`config.mk`:
```
export PLATFORM = sky130hd
export DESIGN_NAME = ex_mem_pipe_stage
export DESIGN_NICKNAME = d
export VERILOG_FILES = /design/src/rtl/ex_mem_pipe_stage.sv
export SDC_FILE = /design/constraint.sdc
export NUM_CORES = 1
export LEC_CHECK = 0
export CORE_ASPECT_RATIO = 0.75
export CORE_MARGIN = 2
export CORE_UTILIZATION = 30
export CTS_BUF_LIST = sky130_fd_sc_hd__clkbuf_16
export DETAILED_ROUTE_END_ITERATION = 8
export PLACE_DENSITY_LB_ADDON = 0.3
export REMOVE_ABC_BUFFERS = 1
export SETUP_SLACK_MARGIN = 0.05
export SLEW_MARGIN = 25
export SYNTH_ARGS = -nofsm -noshare
export SYNTH_HDL_FRONTEND = slang
export SYNTH_SLANG_ARGS = --single-unit
export TNS_END_PERCENT = 100
```
`constraint.sdc`:
```
create_clock -name clk -period 2.5 [get_ports clk]
set_input_delay 0.75 -clock clk [delete_from_list [all_inputs] [get_ports clk]]
set_output_delay 0.75 -clock clk [all_outputs]
set_load 0.01 [all_outputs]
```
`src/rtl/ex_mem_pipe_stage.sv`:
```
// EX->MEM pipeline stage: valid/ready handshake, 2-entry skid buffer, flush.
// Optional stall/bubble perf counters are built when EX_MEM_PERF_CNT_EN is defined.
module ex_mem_pipe_stage #(
    parameter int DATA_W   = 32,
    parameter int NUM_DATA = 5,
    parameter int CTRL_W   = 8,
    parameter int RD_W     = 5
`ifdef EX_MEM_PERF_CNT_EN
    ,
    parameter int CNT_W    = 32
`endif
) (
    input  logic                       clk,
    input  logic                       rst_n,
    input  logic                       flush,
    input  logic                       in_valid,
    output logic                       in_ready,
    input  logic [NUM_DATA*DATA_W-1:0] in_data,
    input  logic [CTRL_W-1:0]          in_ctrl,
    input  logic [RD_W-1:0]            in_rd,
    output logic                       out_valid,
    input  logic                       out_ready,
    output logic [NUM_DATA*DATA_W-1:0] out_data,
    output logic [CTRL_W-1:0]          out_ctrl,
    output logic [RD_W-1:0]            out_rd
`ifdef EX_MEM_PERF_CNT_EN
    ,
    output logic [CNT_W-1:0]           stall_cnt,
    output logic [CNT_W-1:0]           bubble_cnt
`endif
);

    localparam int PW = NUM_DATA * DATA_W;

    typedef enum logic [1:0] {
        ST_EMPTY = 2'd0,
        ST_ONE   = 2'd1,
        ST_TWO   = 2'd2
    } state_e;

    state_e            state_q, state_d;
    logic [PW-1:0]     main_data_q, main_data_d;
    logic [CTRL_W-1:0] main_ctrl_q, main_ctrl_d;
    logic [RD_W-1:0]   main_rd_q, main_rd_d;
    logic [PW-1:0]     skid_data_q, skid_data_d;
    logic [CTRL_W-1:0] skid_ctrl_q, skid_ctrl_d;
    logic [RD_W-1:0]   skid_rd_q, skid_rd_d;
    logic              out_valid_q, out_valid_d;
    logic              in_ready_q, in_ready_d;
    logic              in_fire_s;
    logic              out_fire_s;

    assign in_fire_s  = in_valid & in_ready_q;
    assign out_fire_s = out_valid_q & out_ready;

    // Next-state and storage update; main_ctrl is zeroed whenever the stage empties
    // so the registered out_ctrl never shows stale control on a bubble.
    always_comb begin
        state_d     = state_q;
        main_data_d = main_data_q;
        main_ctrl_d = main_ctrl_q;
        main_rd_d   = main_rd_q;
        skid_data_d = skid_data_q;
        skid_ctrl_d = skid_ctrl_q;
        skid_rd_d   = skid_rd_q;
        if (flush) begin
            state_d     = ST_EMPTY;
            main_ctrl_d = '0;
        end else begin
            case (state_q)
                ST_EMPTY: begin
                    if (in_fire_s) begin
                        main_data_d = in_data;
                        main_ctrl_d = in_ctrl;
                        main_rd_d   = in_rd;
                        state_d     = ST_ONE;
                    end else begin
                        state_d     = ST_EMPTY;
                    end
                end
                ST_ONE: begin
                    if (in_fire_s && out_fire_s) begin
                        main_data_d = in_data;
                        main_ctrl_d = in_ctrl;
                        main_rd_d   = in_rd;
                    end else if (in_fire_s) begin
                        skid_data_d = in_data;
                        skid_ctrl_d = in_ctrl;
                        skid_rd_d   = in_rd;
                        state_d     = ST_TWO;
                    end else if (out_fire_s) begin
                        main_ctrl_d = '0;
                        state_d     = ST_EMPTY;
                    end else begin
                        state_d     = ST_ONE;
                    end
                end
                ST_TWO: begin
                    if (out_fire_s) begin
                        main_data_d = skid_data_q;
                        main_ctrl_d = skid_ctrl_q;
                        main_rd_d   = skid_rd_q;
                        state_d     = ST_ONE;
                    end else begin
                        state_d     = ST_TWO;
                    end
                end
                default: begin
                    main_ctrl_d = '0;
                    state_d     = ST_EMPTY;
                end
            endcase
        end
        out_valid_d = (state_d != ST_EMPTY);
        in_ready_d  = (state_d != ST_TWO);
    end

    // State and payload registers with synchronous active-low reset.
    always_ff @(posedge clk) begin
        if (!rst_n) begin
            state_q     <= ST_EMPTY;
            main_data_q <= '0;
            main_ctrl_q <= '0;
            main_rd_q   <= '0;
            skid_data_q <= '0;
            skid_ctrl_q <= '0;
            skid_rd_q   <= '0;
            out_valid_q <= 1'b0;
            in_ready_q  <= 1'b1;
        end else begin
            state_q     <= state_d;
            main_data_q <= main_data_d;
            main_ctrl_q <= main_ctrl_d;
            main_rd_q   <= main_rd_d;
            skid_data_q <= skid_data_d;
            skid_ctrl_q <= skid_ctrl_d;
            skid_rd_q   <= skid_rd_d;
            out_valid_q <= out_valid_d;
            in_ready_q  <= in_ready_d;
        end
    end

    assign in_ready  = in_ready_q;
    assign out_valid = out_valid_q;
    assign out_data  = main_data_q;
    assign out_ctrl  = main_ctrl_q;
    assign out_rd    = main_rd_q;

`ifdef EX_MEM_PERF_CNT_EN
    logic [CNT_W-1:0] stall_cnt_q, stall_cnt_d;
    logic [CNT_W-1:0] bubble_cnt_q, bubble_cnt_d;

    // Saturating counters; flush does not touch them.
    always_comb begin
        if (out_valid_q && !out_ready && (stall_cnt_q != {CNT_W{1'b1}})) begin
            stall_cnt_d = stall_cnt_q + CNT_W'(1);
        end else begin
            stall_cnt_d = stall_cnt_q;
        end
        if (!out_valid_q && (bubble_cnt_q != {CNT_W{1'b1}})) begin
            bubble_cnt_d = bubble_cnt_q + CNT_W'(1);
        end else begin
            bubble_cnt_d = bubble_cnt_q;
        end
    end

    // Counter registers, cleared only by reset.
    always_ff @(posedge clk) begin
        if (!rst_n) begin
            stall_cnt_q  <= '0;
            bubble_cnt_q <= '0;
        end else begin
            stall_cnt_q  <= stall_cnt_d;
            bubble_cnt_q <= bubble_cnt_d;
        end
    end

    assign stall_cnt  = stall_cnt_q;
    assign bubble_cnt = bubble_cnt_q;
`endif

endmodule

```
==> metrics.log <==
[metrics] Max IR drop VDD: 0.4264 mV
[metrics] internal power: 0.009901 W
[metrics] CTS tree: built
[metrics] logic gate share of total power: 13.0%
[metrics] layout overhead on the synthesized area: 38.27%
[metrics] PostCTS Resize Cnt: 0
[metrics] final weighted congestion in routability-driven placement: 0.8059
[metrics] number of failing hold endpoints at the final stage: 0
[metrics] die area: 0.05248 sq mm
[metrics] number of warnings reported in the yosys synthesis log: 0
[metrics] Final Hold Slack: 450.6 ps
[metrics] critical path peak fanout: 5
[metrics] path category of the worst min-delay check: register to register
[metrics] TritonCTS Buffers: 38
[metrics] Slew Limit Headroom: 65.18%
[metrics] Worst Path Arrival: 1550 ps
[metrics] Gate Count Post-Synth: 1730
[metrics] Period minus WS final: 2300 ps
[metrics] Vert. Die Dim: 198.9 um
[metrics] Post-Layout Cell Count: 2740
[metrics] pin count of the biggest net entering global routing: 88
[metrics] Via density: 4.716
[metrics] switching power as a share of total power: 24.13%
[metrics] Routed wire per std cell: 15.22 um
[metrics] total number of clock tree sinks: 350
[metrics] most common cell after layout, fill and taps aside: sky130_fd_sc_hd__nand2_1
[metrics] final instance area: 0.02101 sq mm
[metrics] measured slew at the worst slew-check pin: 522.3 ps
[metrics] Worst Setup SP: out_valid
[metrics] required time of the critical path: 1750 ps
[metrics] total wire length: 41710 um
[metrics] total negative slack: 0 ps
[metrics] count of boundary I/O pins: 353
[metrics] run status: completed
[metrics] Detail Placement HPWL: 28320 um
[metrics] kind of start point of the critical path: register
[metrics] final-stage net count: 2234
[metrics] worst setup path class: register to output port
[metrics] Starting Density: 30.33%
[metrics] total via count in the routed design: 12920
[metrics] DIE WIDTH: 263.9 um
[metrics] global-route usage over all layers: 15.36%
[metrics] worst clock skew on the final layout: 13.97 ps
[metrics] hold path startpoint: skid_data_q[125]
[metrics] number of antenna violations at the first check in global routing: 1
[metrics] CP Buf/Inv Count: 1
[metrics] synthesized area divided by synthesized cell count: 8.783 sq um
[metrics] Clock Latency Late Sink: 540 ps
[metrics] setup repair after global routing missed its margin: no
[metrics] number of setup buffers added after CTS: 0
[metrics] total leakage power: 7.522 nW
[metrics] count of distinct cell types in the synthesized netlist: 28
[metrics] initial DRC count: 713
[metrics] total number of placement rows: 71
[metrics] Synth area leader: sky130_fd_sc_hd__dfxtp_1
[metrics] power density over the cells: 621.2 mW/mm^2
[metrics] post-synthesis instance area: 0.01519 sq mm
[metrics] critical path endpoint category: output port
[metrics] buffer cell driving the clock tree root: sky130_fd_sc_hd__clkbuf_16
[metrics] relative contribution of the clock network to total power: 41.7%
[metrics] number of remaining DRC errors: 0
[metrics] share of layout cells above drive strength 1: 6.916%
[metrics] cells taking the most area after synthesis: sky130_fd_sc_hd__dfxtp_1 (46%), sky130_fd_sc_hd__nand2_1 (13%), sky130_fd_sc_hd__mux2i_1 (11%), sky130_fd_sc_hd__a21boi_1 (8.4%), sky130_fd_sc_hd__o211ai_1 (8.2%)
[metrics] Slew Viols, Final: 0
[metrics] clock transition time at the flip-flop clock pins of the worst setup and hold paths: 60 ps
[metrics] hold_buf cts: 0
[metrics] number of fill cells: 4820
[metrics] CP peak stage delay: 580 ps
[metrics] number of synthesized register bits: 350
[metrics] launching point of the worst reg2reg path: state_q[0]
[metrics] switching power summed over all nets: 0.003150 W
[metrics] portion of the post-synthesis area used by sequential elements: 46.11%
[metrics] Max Fclk: 434.8 MHz
[metrics] number of cells in the design after placement: 2673
[metrics] Seq pwr share: 45.3%
[metrics] vias in the first global route: 12460
[metrics] global-route wire length before repair: 65450 um
[metrics] part of the cycle the worst path needs: 92.00%
[metrics] input/output buffers: 352
[metrics] portion of synthesized cell area occupied by the leading cell type: 46.11%
[metrics] Power, Total: 0.01305 W
[metrics] max-capacitance violation count: 0
[metrics] instance area at placement: 0.01982 sq mm
[metrics] first-pass iteration count of the detailed router: 5
[metrics] number of buffers between clock root and the deepest sink: 3
[metrics] final setup fails: 0
[metrics] top library cells by usage in the layout, fill and taps aside: sky130_fd_sc_hd__nand2_1 (523), sky130_fd_sc_hd__clkdlybuf4s50_1 (351), sky130_fd_sc_hd__dfxtp_1 (350)
[metrics] standard cell core area: 0.05010 sq mm
[metrics] cell-by-cell trace of the critical path: clkdlybuf4s50_1
[metrics] global-route congestion overflow total: 0
[metrics] slowest CP cell: sky130_fd_sc_hd__clkdlybuf4s50_1
[metrics] H-tree depth: 2
[metrics] Worst path top cell family by delay: buffers and inverters
[metrics] antenna viol nets, final: 0
## power groups by stage
| stage | logic (W) | registers [W] | clock network, W |
|---|---|---|---|
| 4_1_cts | 0.00171 | 0.00591 | 0.00562 |
| 2_1_floorplan | 0.000721 | 0.00608 | 0 |
| 5_1_grt | 0.00183 | 0.00593 | 0.00584 |
| 6_report | 0.00169 | 0.00591 | 0.00544 |
| 3_5_place_dp | 0.00171 | 0.00603 | 0 |
| 3_3_place_gp | 0.00168 | 0.00603 | 0 |
## through the flow
step | util (%) | setup WS (ps)
6_report | 41.93 | 199.9
5_1_grt | 41.93 | 141.4
4_1_cts | 41.93 | 182.8
3_5_place_dp | 39.56 | -180.8
3_3_place_gp | 39.56 | -123.5
2_1_floorplan | - | -10850
## worst min-delay path, cell delays in order, from the launching register on
cell and delay (ps):
sky130_fd_sc_hd__dfxtp_1 310, sky130_fd_sc_hd__nand2_1 50, sky130_fd_sc_hd__a21boi_1 50
## per-layer routing
metal / GRT usage, % / vias to the layer above / part of all wire, %
met5: 0 / - / 0
met4: 4.356 / 0 / 2.0
met3: 3.701 / 54 / 6.2
met2: 24.25 / 295 / 44
met1: 20.87 / 6092 / 48
li1: - / 6482 / -
## cells in the mapped netlist
cell type,number
sky130_fd_sc_hd__or3_1,1
sky130_fd_sc_hd__a21bo_2,1
sky130_fd_sc_hd__inv_1,2
sky130_fd_sc_hd__o211ai_1,165
sky130_fd_sc_hd__buf_1,1
sky130_fd_sc_hd__a21boi_0,3
sky130_fd_sc_hd__a221oi_1,1
sky130_fd_sc_hd__nand2_1,523
sky130_fd_sc_hd__a22o_1,1
sky130_fd_sc_hd__a21oi_2,1
sky130_fd_sc_hd__buf_2,53
sky130_fd_sc_hd__mux2i_1,165
sky130_fd_sc_hd__nor2_1,2
sky130_fd_sc_hd__nand2b_1,167
sky130_fd_sc_hd__nand4_1,1
sky130_fd_sc_hd__nor4_1,1
sky130_fd_sc_hd__nor3b_2,1
sky130_fd_sc_hd__or4_1,1
sky130_fd_sc_hd__a21boi_1,170
sky130_fd_sc_hd__a31oi_1,1
sky130_fd_sc_hd__and4b_1,1
sky130_fd_sc_hd__a22oi_1,8
sky130_fd_sc_hd__dfxtp_1,350
sky130_fd_sc_hd__clkbuf_1,81
sky130_fd_sc_hd__xor2_1,2
sky130_fd_sc_hd__buf_4,2
sky130_fd_sc_hd__a21oi_1,10
sky130_fd_sc_hd__buf_6,15
## cell type report
class	instances	area, sq um	area share (%)
clock buffer	41	1026	4.884
inverter	2	7.507	0.03573
multi-input combinational	1226	7448	35.45
sequential	350	7007	33.35
clock inverter	25	158.9	0.7564
antenna	1	2.502	0.01191
tap	657	822.0	3.913
timing repair buffer	438	4537	21.59
## final timing paths
path | slack, ps | depth (start not counted) | endpoint
setup reg to reg | 570 | 5 | skid_data_q[84]
hold / removal | 450 | 2 | skid_data_q[125]
hold reg to reg | 450 | 2 | skid_data_q[125]
setup / recovery | 200 | 1 | out_valid
## flip-flops by register name, indices dropped and copies added, names as in the netlist
name and flops:
out_valid 1, skid_rd_q 5, out_rd 5, in_ready 1, out_data 160, out_ctrl 8
skid_data_q 160, skid_ctrl_q 8, state_q 2
## kinds of logic (layout without fill, tap and decap cells)
family	after synthesis	count (layout)	synth area share, %
AOI/OAI and AO/OA	361	361	17.70
xor gates and xnor gates	2	2	0.1153
buffers and inverters	154	506	5.031
DFF	350	350	46.11
muxes	165	165	10.87
other	0	1	0
and+or+nand+nor	698	698	20.17
(Power assumes the default switching activity.)
